$ cat src/rtl/alu_pipe.sv
// rtl/alu_pipe.sv - parametrised pipelined ALU with valid/ready backpressure, in-band flush and result counter
module alu_pipe #(
    parameter int OP_WIDTH  = 8,
    parameter int LATENCY   = 3,
    parameter int CNT_WIDTH = 16
) (
    input  logic                    clk,
    input  logic                    rst,
    input  logic                    in_valid,
    output logic                    in_ready,
    input  logic [2:0]              in_op,
    input  logic [OP_WIDTH-1:0]     in_a,
    input  logic [OP_WIDTH-1:0]     in_b,
    output logic                    out_valid,
    input  logic                    out_ready,
    output logic [2*OP_WIDTH-1:0]   out_result,
    output logic                    err_op,
    output logic [CNT_WIDTH-1:0]    res_count
);

    localparam int RW    = 2 * OP_WIDTH;
    localparam int LO_W  = OP_WIDTH / 2;
    localparam int HI_W  = OP_WIDTH - LO_W;
    localparam int PPW   = OP_WIDTH + HI_W;
    localparam bit SPLIT = (LATENCY >= 2);

    typedef enum logic [2:0] {
        OP_NOP = 3'd0,
        OP_ADD = 3'd1,
        OP_AND = 3'd2,
        OP_XOR = 3'd3,
        OP_MUL = 3'd4,
        OP_SUB = 3'd5,
        OP_RST = 3'd6,
        OP_RSV = 3'd7
    } op_e;

    logic [LATENCY-1:0]         s_valid_q, s_valid_d;
    logic [LATENCY-1:0][RW-1:0] s_res_q, s_res_d;
    logic                       s0_mul_q, s0_mul_d;
    logic [PPW-1:0]             s0_pph_q, s0_pph_d;
    logic                       out_valid_q, out_valid_d;
    logic [RW-1:0]              out_result_q, out_result_d;
    logic                       err_q, err_d;
    logic [CNT_WIDTH-1:0]       cnt_q, cnt_d;

    op_e            op;
    logic           stall;
    logic           accept;
    logic           deliver;
    logic           flush;
    logic           has_result;
    logic [RW-1:0]  a_x;
    logic [RW-1:0]  b_x;
    logic [RW-1:0]  pp_lo;
    logic [PPW-1:0] pp_hi;
    logic [RW-1:0]  calc_res;

    always_comb begin
        op         = op_e'(in_op);
        stall      = out_valid_q && !out_ready;
        in_ready   = !stall;
        accept     = in_valid && in_ready;
        deliver    = out_valid_q && out_ready;
        flush      = accept && (op == OP_RST);
        has_result = (op == OP_ADD) || (op == OP_AND) || (op == OP_XOR) ||
                     (op == OP_MUL) || (op == OP_SUB);
    end

    // First stage: with two or more stages the multiply is split into two
    // half-width partial products and recombined on the way to stage 1.
    always_comb begin
        a_x   = RW'(in_a);
        b_x   = RW'(in_b);
        pp_lo = RW'(in_a) * RW'(in_b[LO_W-1:0]);
        pp_hi = PPW'(in_a) * PPW'(in_b[OP_WIDTH-1:LO_W]);
        case (op)
            OP_ADD:  calc_res = a_x + b_x;
            OP_AND:  calc_res = a_x & b_x;
            OP_XOR:  calc_res = a_x ^ b_x;
            OP_MUL:  calc_res = SPLIT ? pp_lo : a_x * b_x;
            OP_SUB:  calc_res = a_x - b_x;
            default: calc_res = '0;
        endcase
    end

    always_comb begin
        s_valid_d    = s_valid_q;
        s_res_d      = s_res_q;
        s0_mul_d     = s0_mul_q;
        s0_pph_d     = s0_pph_q;
        out_valid_d  = out_valid_q;
        out_result_d = out_result_q;
        err_d        = accept && (op == OP_RSV);
        cnt_d        = cnt_q + CNT_WIDTH'(deliver);

        // The whole pipe, output register included, moves as one.
        if (!stall) begin
            s_valid_d[0] = accept && has_result;
            s_res_d[0]   = calc_res;
            s0_mul_d     = (op == OP_MUL);
            s0_pph_d     = pp_hi;
            for (int i = 1; i < LATENCY; i++) begin
                s_valid_d[i] = s_valid_q[i-1];
                if (SPLIT && (i == 1) && s0_mul_q) begin
                    s_res_d[i] = s_res_q[0] + (RW'(s0_pph_q) << LO_W);
                end else begin
                    s_res_d[i] = s_res_q[i-1];
                end
            end
            out_valid_d  = s_valid_q[LATENCY-1];
            out_result_d = s_valid_q[LATENCY-1] ? s_res_q[LATENCY-1] : '0;
        end

        // A flush is only ever accepted when not stalled, so it simply overrides.
        if (flush) begin
            s_valid_d    = '0;
            out_valid_d  = 1'b0;
            out_result_d = '0;
        end
    end

    always_ff @(posedge clk or negedge rst) begin
        if (!rst) begin
            s_valid_q    <= '0;
            s_res_q      <= '0;
            s0_mul_q     <= 1'b0;
            s0_pph_q     <= '0;
            out_valid_q  <= 1'b0;
            out_result_q <= '0;
            err_q        <= 1'b0;
            cnt_q        <= '0;
        end else begin
            s_valid_q    <= s_valid_d;
            s_res_q      <= s_res_d;
            s0_mul_q     <= s0_mul_d;
            s0_pph_q     <= s0_pph_d;
            out_valid_q  <= out_valid_d;
            out_result_q <= out_result_d;
            err_q        <= err_d;
            cnt_q        <= cnt_d;
        end
    end

    assign out_valid  = out_valid_q;
    assign out_result = out_result_q;
    assign err_op     = err_q;
    assign res_count  = cnt_q;

endmodule

$ cat config.mk
export PLATFORM = sky130hd
export DESIGN_NAME = alu_pipe
export DESIGN_NICKNAME = d
export VERILOG_FILES = /design/src/rtl/alu_pipe.sv
export SDC_FILE = /design/constraint.sdc
export NUM_CORES = 1
export LEC_CHECK = 0
export BUFFER_PORTS_ARGS = -buffer_cell sky130_fd_sc_hd__buf_4
export CAP_MARGIN = 10
export CORE_MARGIN = 3
export CORE_UTILIZATION = 30
export CTS_CLUSTER_DIAMETER = 50
export DETAILED_ROUTE_END_ITERATION = 16
export PLACE_DENSITY = 0.51
export REMOVE_ABC_BUFFERS = 1
export SETUP_SLACK_MARGIN = 0.3
export SLEW_MARGIN = 15
export SYNTH_ARGS = -nofsm -noshare
export SYNTH_HDL_FRONTEND = slang
export SYNTH_SLANG_ARGS = --single-unit
$ cat constraint.sdc
create_clock -name clk -period 3.39 [get_ports clk]
set_clock_uncertainty 0.2 [all_clocks]
set_input_delay 0.678 -clock clk [delete_from_list [all_inputs] [get_ports clk]]
set_output_delay 0.678 -clock clk [all_outputs]
set_load 0.05 [all_outputs]
==> impl_metrics.json, run 1 <==
{
  "mostFrequentLayoutCells": "125 x nand2_1, 109 x buf_4, 95 x dfrtp_1",
  "grt_start_max_net_pins": 89,
  "final_common_cell": "nand2_1",
  "wl_per_cell_um": 13.89,
  "antenna_cells": 0,
  "rr_worst_depth": 10,
  "hold_viol_final": 0,
  "leakage_nw": 4.341,
  "dpl.hpwl_um": 12310,
  "syn_area_sq_um": 6787,
  "place_area_sq_um": 7979,
  "timing.slew.headroom_pct": 38.94,
  "fin_crit_sh_pct": 101.3,
  "tightest_slew_ns": 0.9089,
  "dp.cells": 1127,
  "crit_type": "in2reg",
  "cts_max_level": 3,
  "final_area_sq_um": 8955,
  "first_iter_violations": 181,
  "peakVddDrop_uv": 233.2,
  "drv_slew": 0,
  "grt_pass1_vias": 5457,
  "period_needed_ns": 3.434,
  "reg2reg_slack_ns": 0.88,
  "synth-edff-count": 0,
  "die_w_um": 156.4,
  "crit_end": "s_res_q[6]",
  "multi_input_area_sq_um": 4474,
  "numCtsBuffers": 9,
  "synth-seq-cells": 95,
  "hold_class": "in2async",
  "critPathArrivalTime_ns": 3.46,
  "hold_buffers": 0,
  "cts_tree": "done",
  "crit_start": "in_a[3]",
  "ios": 58,
  "final_core_util_pct": 40.66,
  "ys_seq_area_share_pct": 35.03,
  "die_area_sq_um": 24460,
  "drc": 0,
  "grt_pass1_wl_um": 27560,
  "end_kind": "flop",
  "overflow": 0,
  "start_util_pct": 30.81,
  "nFillCells": 2197,
  "start_kind": "input port",
  "yosysWarnings": 0,
  "synth_cell_type_count": 62,
  "rsz0062_at_grt": "true",
  "grt_usage_pct": 13.63,
  "root_buffer": "clkbuf_16",
  "syn_area_per_cell_sq_um": 9.073,
  "syn_inst": 748,
  "maxCapViolations": 0,
  "final_layout_size_suffix_gt1_share_pct": 28.10,
  "total_power_w": 0.004918,
  "async_reset_ff_share_pct": 100.0,
  "seq_area_sq_um": 2377,
  "routed_wl_um": 16100,
  "ys_dominant_reg_cell": "dfrtp_1",
  "status": "finished with violations",
  "violations": "negative setup slack",
  "coreArea_sq_um": 22030,
  "clk_pin_slew_ns": 0.07,
  "antenna_left": 0,
  "dr.pass1.iters": 5,
  "std_cell_rows": 54,
  "p_per_area_nw_per_um2": 549.2,
  "crit_required_ns": 3.42,
  "drt-vias-per-instance": 4.687,
  "portBuffers": 57,
  "die_h_um": 156.4,
  "regToRegEndpoint": "s_res_q[30]",
  "worstSkewPairLatency_ns": 0.34,
  "final_nets": 985,
  "r2r-start": "s_res_q[4]",
  "gp_congestion": 0.7849,
  "clock_sinks": 95,
  "clock.fmax_mhz": 291.2,
  "setup_viol": 1,
  "clockBufferDepth": 2,
  "cp_max_fo": 4,
  "antenna_found_initial": 0,
  "fin_cells": 1159,
  "via_count": 5432,
  "finalWorstSetupSlack_ns": -0.04403,
  "area_delta_synth_final_pct": 31.95
}
synthesized netlist by cell type, drive strengths merged (2+ instances only):
| cell | n | share of area [%] |
|---|---|---|
| and2 | 36 | 3.3 |
| o21ai | 46 | 3.4 |
| and3 | 6 | 0.55 |
| nand2b | 5 | 0.46 |
| nand3 | 12 | 0.88 |
| clkbuf | 17 | 0.94 |
| nor2 | 42 | 2.4 |
| buf | 9 | 0.77 |
| nor3b | 3 | 0.33 |
| a221o | 4 | 0.61 |
| dfrtp | 95 | 35 |
| xor2 | 16 | 2.1 |
| a21o | 11 | 1.3 |
| a21oi | 40 | 3.0 |
| a211oi | 5 | 0.63 |
| fa | 27 | 8.0 |
| a22oi | 2 | 0.22 |
| or3 | 2 | 0.18 |
| a32o | 3 | 0.44 |
| nand2 | 130 | 7.2 |
| ha | 61 | 11 |
| o21a | 4 | 0.44 |
| a31o | 2 | 0.26 |
| nand4 | 4 | 0.37 |
| o211ai | 6 | 0.66 |
| o41ai | 2 | 0.26 |
| o21bai | 4 | 0.44 |
| a31oi | 6 | 0.55 |
| mux2i | 7 | 1.0 |
| nor2b | 9 | 0.83 |
| a22o | 20 | 2.6 |
| inv | 61 | 3.4 |
| nor3 | 10 | 0.74 |
| xnor2 | 23 | 3.0 |
| o221ai | 2 | 0.26 |
metal layers:
layer | vias up | global-route usage [%] | part of all wire, %
met2 | 105 | 22.07 | 45
met1 | 2516 | 19.24 | 50
met4 | 0 | 3.877 | 1.5
met5 | - | 0 | 0
li1 | 2794 | - | -
met3 | 17 | 1.632 | 3.2
where the power goes:
part / total [W] / internal [W] / switching [W]
Clock: 0.00102 / 0.000596 / 0.000429
Combinational: 0.00224 / 0.000960 / 0.00128
Sequential: 0.00166 / 0.00146 / 0.000200
Total: 0.00492 / 0.00301 / 0.00191
kinds of logic (layout without fill, tap and decap cells):
family / after synthesis / after routing / synth area share (%)
DFF: 95 / 95 / 35.03
xor gates and xnor gates: 39 / 39 / 5.033
buffers and inverters: 88 / 219 / 5.144
adders and majority gates: 88 / 88 / 19.21
AOI/OAI and AO/OA: 170 / 170 / 17.05
and+or+nand+nor: 261 / 261 / 17.50
muxes: 7 / 7 / 1.032
layout make-up:
class,instances,area share [%]
Multi-Input combinational cell,565,49.97
Clock inverter,4,0.6008
Timing Repair Buffer,141,13.62
Inverter,62,2.599
Tap cell,280,3.912
Sequential cell,95,26.55
Clock buffer,12,2.753
state kept, by name, indices dropped and copies added, names as in the netlist:
register    flops
s_res_q        45
out_result     16
res_count      16
s0_pph_q       12
s_valid_q       3
err_op          1
out_valid       1
s0_mul_q        1
stage by stage:
| stage | TNS [ns] | setup WS [ns] | hold slack [ns] |
|---|---|---|---|
| after floorplan | -163.80 | -2.942 | 0.1824 |
| final | -0.04403 | -0.04403 | 0.1843 |
| after global placement | -7.160 | -0.6638 | 0.2501 |
| after detailed placement | -7.289 | -0.6793 | 0.2554 |
| after CTS | -0.05524 | -0.04905 | 0.2231 |
| after global routing | -0.7033 | -0.1487 | 0.2559 |
worst max-delay path, cell delays in order:
cell and delay, ns:
buf_8 0.11, and2_4 0.15, fa_1 0.52, inv_1 0.05, fa_1 0.49, inv_2 0.05
ha_4 0.21, nor2b_4 0.13, o21ai_4 0.16, nor3b_2 0.21, nor3_2 0.06, nand3b_1 0.14
a221o_1 0.26, a32o_1 0.24
repair_timing:
| item | CTS | global route |
|---|---|---|
| buffers inserted | 11 | 5 |
| endpoints found under the setup margin | 15 | 15 |
| pin swaps | 74 | 41 |
| gates resized for setup | 113 | 30 |
| hold endpoints to repair | 0 | 0 |
worst min-delay path by stage:
stage                      from  slack (ns)           end
floorplan                   rst        0.18        err_op
CTS                         rst        0.22  res_count[3]
detailed placement  s_res_q[18]        0.26   s_res_q[18]
finish                      rst        0.18  res_count[5]
global placement    s_res_q[37]        0.25   s_res_q[37]
global route                rst        0.26  res_count[4]
Note: power is estimated with default switching activity, not from simulation.
==> run 2: changes to the inputs <==
- CORE_MARGIN: 3 -> default
- PLACE_DENSITY: 0.51 -> default
- PLACE_DENSITY_LB_ADDON: default -> 0.05
- SKIP_LAST_GASP: default -> 1
==> run 2 against run 1 <==
The run ends with design-rule violations, negative setup slack left. Sequential share of layout area rose by 0.45 points. Cell count decreased by 0.52%. Worst hold slack got worse by 0.028 ns. Sequential cell count unchanged. Worst setup slack worse by 0.026 ns. Die area decreased by 5.0%. Combinational power fell by 2%. Core utilization is 0.68 points lower. Count of clock-buffer cells in the layout unchanged. Register-to-register slack about the same. Clock power fell by 5%. Global-route usage increased by 1.7 points. Critical endpoint unchanged. Largest power group unchanged.
==> impl_metrics.json, run 2 (synthesis gave the netlist of run 1 again) <==
{
  "hold_viol_final": 0,
  "dr.pass1.iters": 12,
  "power.switching_w": 0.001916,
  "worstSkewPairLatency_ns": 0.33,
  "wl_per_cell_um": 14.80,
  "seqPwrFrac_pct": 34.4,
  "mostFrequentLayoutCells": "125 x nand2_1, 114 x buf_4, 95 x dfrtp_1",
  "antenna_left": 0,
  "crit_slowest_cell": "fa_1",
  "drv_slew": 0,
  "cp_max_fo": 6,
  "leakage_nw": 4.285,
  "gp_congestion": 0.7950,
  "tightest_slew_ns": 0.8617,
  "coreArea_sq_um": 22030,
  "via_count": 5470,
  "setup_viol": 3,
  "rsz0062_at_grt": "true",
  "fin_crit_sh_pct": 102.1,
  "start_kind": "input port",
  "timing.slew.headroom_pct": 42.55,
  "finalSetupTns_ns": -0.1042,
  "crit_chain": "buf_8 -> and2_4 -> fa_1 -> inv_2 -> fa_1 -> inv_2 -> ha_4 -> nor2b_4 -> o21ai_4 -> nor3b_2 -> nor3_2 -> nand3b_1 -> a221o_1 -> a32o_1",
  "antenna_cells": 0,
  "maxCapViolations": 0,
  "crit_type": "in2reg",
  "die_w_um": 152.4,
  "comb_power_share_pct": 45.5,
  "grt_start_max_net_pins": 88,
  "clock.fmax_mhz": 289.0,
  "drc": 4,
  "end_kind": "flop",
  "overflow": 0,
  "p_int_w": 0.002914,
  "ios": 58,
  "portBuffers": 57,
  "status": "finished with violations",
  "critPathArrivalTime_ns": 3.48,
  "period_needed_ns": 3.460,
  "multi_input_area_sq_um": 4444,
  "clock_power_share_pct": 20.0,
  "die_h_um": 152.4,
  "clk_pin_slew_ns": 0.07,
  "peakVddDrop_uv": 245.1,
  "grt_pass1_vias": 5645,
  "drt-vias-per-instance": 4.744,
  "die_area_sq_um": 23230,
  "routed_wl_um": 17060,
  "hold_class": "in2async",
  "root_buffer": "clkbuf_16",
  "std_cell_rows": 54,
  "antenna_found_initial": 0,
  "cp_slowest_stage_delay_ns": 0.54,
  "largest_reg_flops": 45,
  "numCtsBuffers": 9,
  "area_delta_synth_final_pct": 29.74,
  "grt_usage_pct": 15.33,
  "final_common_cell": "nand2_1",
  "first_iter_violations": 249,
  "top_register": "s_res_q",
  "clock_sinks": 95,
  "pre_cts_slack_ns": -0.7482,
  "cts_tree": "done",
  "cts_max_level": 3,
  "final_layout_size_suffix_gt1_share_pct": 27.03,
  "dpl.hpwl_um": 13260,
  "start_util_pct": 30.81,
  "seq_area_sq_um": 2377,
  "switching_share_pct": 39.66,
  "nFillCells": 2247,
  "crit_required_ns": 3.41,
  "finalWorstSetupSlack_ns": -0.06975,
  "clockBufferDepth": 2,
  "grt_pass1_wl_um": 28990,
  "fin_hold_ws_ns": 0.1560,
  "p_per_area_nw_per_um2": 548.6,
  "violations": "design-rule violations, negative setup slack",
  "final_nets": 979
}
[run 2: layer usage]
layer	vias to the layer above	GRT usage [%]	share of wire, %
li1	2794	-	-
met1	2583	20.41	48
met2	81	26.11	48
met3	12	1.706	2.4
met4	0	4.616	1.4
met5	-	0	0
[run 2: cell type report]
type,count,share of cell area (%)
multi-input cells,565,50.48
flip-flops and latches,95,27.00
repair buffers,135,12.63
well taps,280,3.979
clock buffers,12,2.913
inverters,62,2.672
clock inverters,4,0.3268
[run 2: timing repair]
action	4_1_cts	5_1_grt
hold buffers	0	0
endpoints found under the setup margin	17	16
gates resized for setup	85	36
pin swaps	60	42
setup buffers	1	6
[run 2: metrics by stage]
stage / std cells / utilization, % / area [sq um] / total power, W
6_report: 1153 / 39.97 / 8805 / 0.004830
5_1_grt: 1153 / 39.97 / 8805 / 0.005218
4_1_cts: 1147 / 39.13 / 8618 / 0.004848
3_5_place_dp: 1130 / 36.27 / 7989 / 0.003720
3_3_place_gp: 1130 / 36.27 / 7989 / 0.003678
2_1_floorplan: 722 / - / 6670 / 0.003017
[run 2: worst paths after layout]
check,end,start,cells past startpoint,slack (ns)
worst max-delay path,s_res_q[6],in_b[3],14,-0.07
worst min-delay path,res_count[5],rst,1,0.16
worst max register to register,s_res_q[30],s_res_q[4],10,0.87
worst min register to register,s_res_q[36],s_res_q[36],2,0.27
max in group asynchronous,out_result[4],rst,2,2.04
min in group clk,s_res_q[36],s_res_q[36],2,0.27
[run 2: critical path: cells and delay by family]
family	cells	cell delay, ns
buffers and inverters	3	0.19
AOI/OAI and AO/OA	3	0.65
and+or+nand+nor	5	0.72
adders and majority gates	3	1.24
[run 2: power by group through the flow]
stage	Sequential [W]	Clock, W	Combinational (W)
2_1_floorplan	0.00189	0	0.00113
3_3_place_gp	0.00168	0	0.00200
3_5_place_dp	0.00169	0	0.00203
4_1_cts	0.00167	0.00101	0.00217
5_1_grt	0.00171	0.00106	0.00245
6_report	0.00166	0.000966	0.00220
==> run 3: changes to the inputs <==
- TNS_END_PERCENT: default -> 30
==> run 3 against run 2 <==
The flow still finishes with violations (design-rule violations, negative setup slack). Sequential power is essentially flat. Core utilization decreased by 0.65 points. Die area unchanged. Clock power is essentially flat. Routed wire length decreased by 0.12%. Global-route usage about the same. Cell count fell by 0.35%. Worst hold slack better by 0.00094 ns. Critical endpoint unchanged. Largest cell class unchanged. Highest routed layer unchanged.
==> impl_metrics.json, run 3 (synthesis gave the netlist of run 1 again) <==
{
  "crit_start": "in_a[1]",
  "clockBufferDepth": 2,
  "fin_crit_sh_pct": 102.1,
  "final_layout_size_suffix_gt1_share_pct": 25.32,
  "top_register": "s_res_q",
  "mostFrequentLayoutCells": "126 x nand2_1, 115 x buf_4, 95 x dfrtp_1",
  "power.switching_w": 0.001893,
  "met2_usage_pct": 26.09,
  "clock_power_share_pct": 20.2,
  "grt_use_met3_pct": 1.706,
  "dr.pass1.iters": 13,
  "hold_viol_final": 0,
  "nFillCells": 2264,
  "crit_required_ns": 3.41,
  "start_util_pct": 30.81,
  "first_iter_violations": 279,
  "cp_max_fo": 4,
  "gp_congestion": 0.7950,
  "ios": 58,
  "std_cell_rows": 54,
  "via_count": 5451,
  "seqPwrFrac_pct": 34.8,
  "grt_pass1_wl_um": 28940,
  "coreArea_sq_um": 22030,
  "clock.fmax_mhz": 288.8,
  "status": "finished with violations",
  "rsz0062_at_grt": "true",
  "leakage_nw": 4.209,
  "hold_class": "in2async",
  "final_common_cell": "nand2_1",
  "grt_start_max_net_pins": 88,
  "fin_cells": 1149,
  "die_area_sq_um": 23230,
  "drv_slew": 0,
  "drc": 4,
  "grt_use_met1_pct": 20.38,
  "end_kind": "flop",
  "portBuffers": 57,
  "routed_wl_um": 17040,
  "comb_power_share_pct": 45.0,
  "dpl.hpwl_um": 13260,
  "clock_sinks": 95,
  "start_kind": "input port",
  "p_per_area_nw_per_um2": 552.0,
  "period_needed_ns": 3.462,
  "area_delta_synth_final_pct": 27.62,
  "drt-vias-per-instance": 4.744,
  "pre_cts_slack_ns": -0.7482,
  "hold_buffers": 0,
  "top_usage_layer": "met2",
  "antenna_found_initial": 0,
  "antenna_left": 0,
  "grt_pass1_vias": 5644,
  "peakVddDrop_uv": 245.4,
  "worstSkewPairLatency_ns": 0.33,
  "antenna_cells": 0,
  "clk_pin_slew_ns": 0.07,
  "violations": "design-rule violations, negative setup slack",
  "cts_tree": "done",
  "dp.cells": 1130,
  "overflow": 0,
  "grt_usage_pct": 15.32,
  "die_h_um": 152.4,
  "cts_max_level": 3,
  "root_buffer": "clkbuf_16",
  "numCtsBuffers": 9,
  "largest_reg_flops": 45,
  "die_w_um": 152.4,
  "tightest_slew_ns": 0.8620,
  "p_int_w": 0.002887,
  "r2r-start": "s_res_q[4]",
  "timing.slew.headroom_pct": 42.53,
  "finalWorstSetupSlack_ns": -0.07209,
  "final_nets": 975,
  "wl_per_cell_um": 14.83,
  "critPathArrivalTime_ns": 3.48,
  "crit_type": "in2reg",
  "switching_share_pct": 39.61,
  "maxCapViolations": 0,
  "setup_viol": 2
}
[run 3: cell types whose count changed in the layout (fill, tap and decap cells not counted), moves of 2 or more]
cell,change
xnor2_1,+3
buf_6,-5
inv_1,+2
xnor2_2,-3
[run 3: area by class of cell]
class | instances | area, sq um | share of cell area [%]
Clock inverter | 4 | 28.78 | 0.3323
Clock buffer | 12 | 256.5 | 2.962
Timing Repair Buffer | 131 | 1059 | 12.22
Multi-Input combinational cell | 565 | 4357 | 50.30
Tap cell | 280 | 350.3 | 4.045
Sequential cell | 95 | 2377 | 27.45
Inverter | 62 | 232.7 | 2.687
[run 3: power by group through the flow]
| stage | registers (W) | logic [W] | clock network (W) |
|---|---|---|---|
| 2_1_floorplan | 0.00189 | 0.00113 | 0 |
| 3_3_place_gp | 0.00168 | 0.00200 | 0 |
| 3_5_place_dp | 0.00169 | 0.00203 | 0 |
| 4_1_cts | 0.00167 | 0.00215 | 0.00101 |
| 5_1_grt | 0.00171 | 0.00240 | 0.00106 |
| 6_report | 0.00166 | 0.00215 | 0.000966 |
[run 3: worst paths after layout]
check,endpoint,cells past startpoint,slack [ns]
max in group asynchronous,out_result[4],2,2.04
min reg2reg,s_res_q[36],2,0.27
min in group clk,s_res_q[36],2,0.27
min,res_count[5],1,0.16
max reg2reg,s_res_q[30],10,0.87
max,s_res_q[6],14,-0.07
[run 3: per-stage QoR]
| stage | setup TNS, ns | hold WS, ns | util [%] | power, W | area (sq um) |
|---|---|---|---|---|---|
| 6_report | -0.07923 | 0.1569 | 39.32 | 0.004780 | 8661 |
| 5_1_grt | -1.234 | 0.2216 | 39.32 | 0.005169 | 8661 |
| 4_1_cts | -0.1465 | 0.1943 | 38.89 | 0.004825 | 8566 |
| 3_5_place_dp | -8.382 | 0.2561 | 36.27 | 0.003720 | 7989 |
| 3_3_place_gp | -7.681 | 0.2504 | 36.27 | 0.003678 | 7989 |
| 2_1_floorplan | -163.80 | 0.1824 | - | 0.003017 | 6670 |
[run 3: worst max-delay path: stages]
cell and delay (ns):
buf_8 0.10, and2_4 0.15, fa_1 0.54, inv_2 0.04, fa_1 0.49, inv_2 0.05, ha_4 0.21, nor2b_4 0.13
o21ai_4 0.18, nor3b_2 0.22, nor3_2 0.07, nand3b_1 0.15, a221o_1 0.27, a32o_1 0.22
[run 3: timing repair]
| item | in CTS | in global routing |
|---|---|---|
| setup buffers | 1 | 2 |
| pin swaps | 43 | 26 |
| resized for setup | 71 | 26 |
| endpoints found under the setup margin | 17 | 16 |
[run 3: per-layer routing]
| metal | vias up | wire [um] |
|---|---|---|
| met1 | 2581 | 8218 |
| met5 | - | 0 |
| met4 | 0 | 245 |
| li1 | 2785 | - |
| met3 | 12 | 403 |
| met2 | 73 | 8172 |
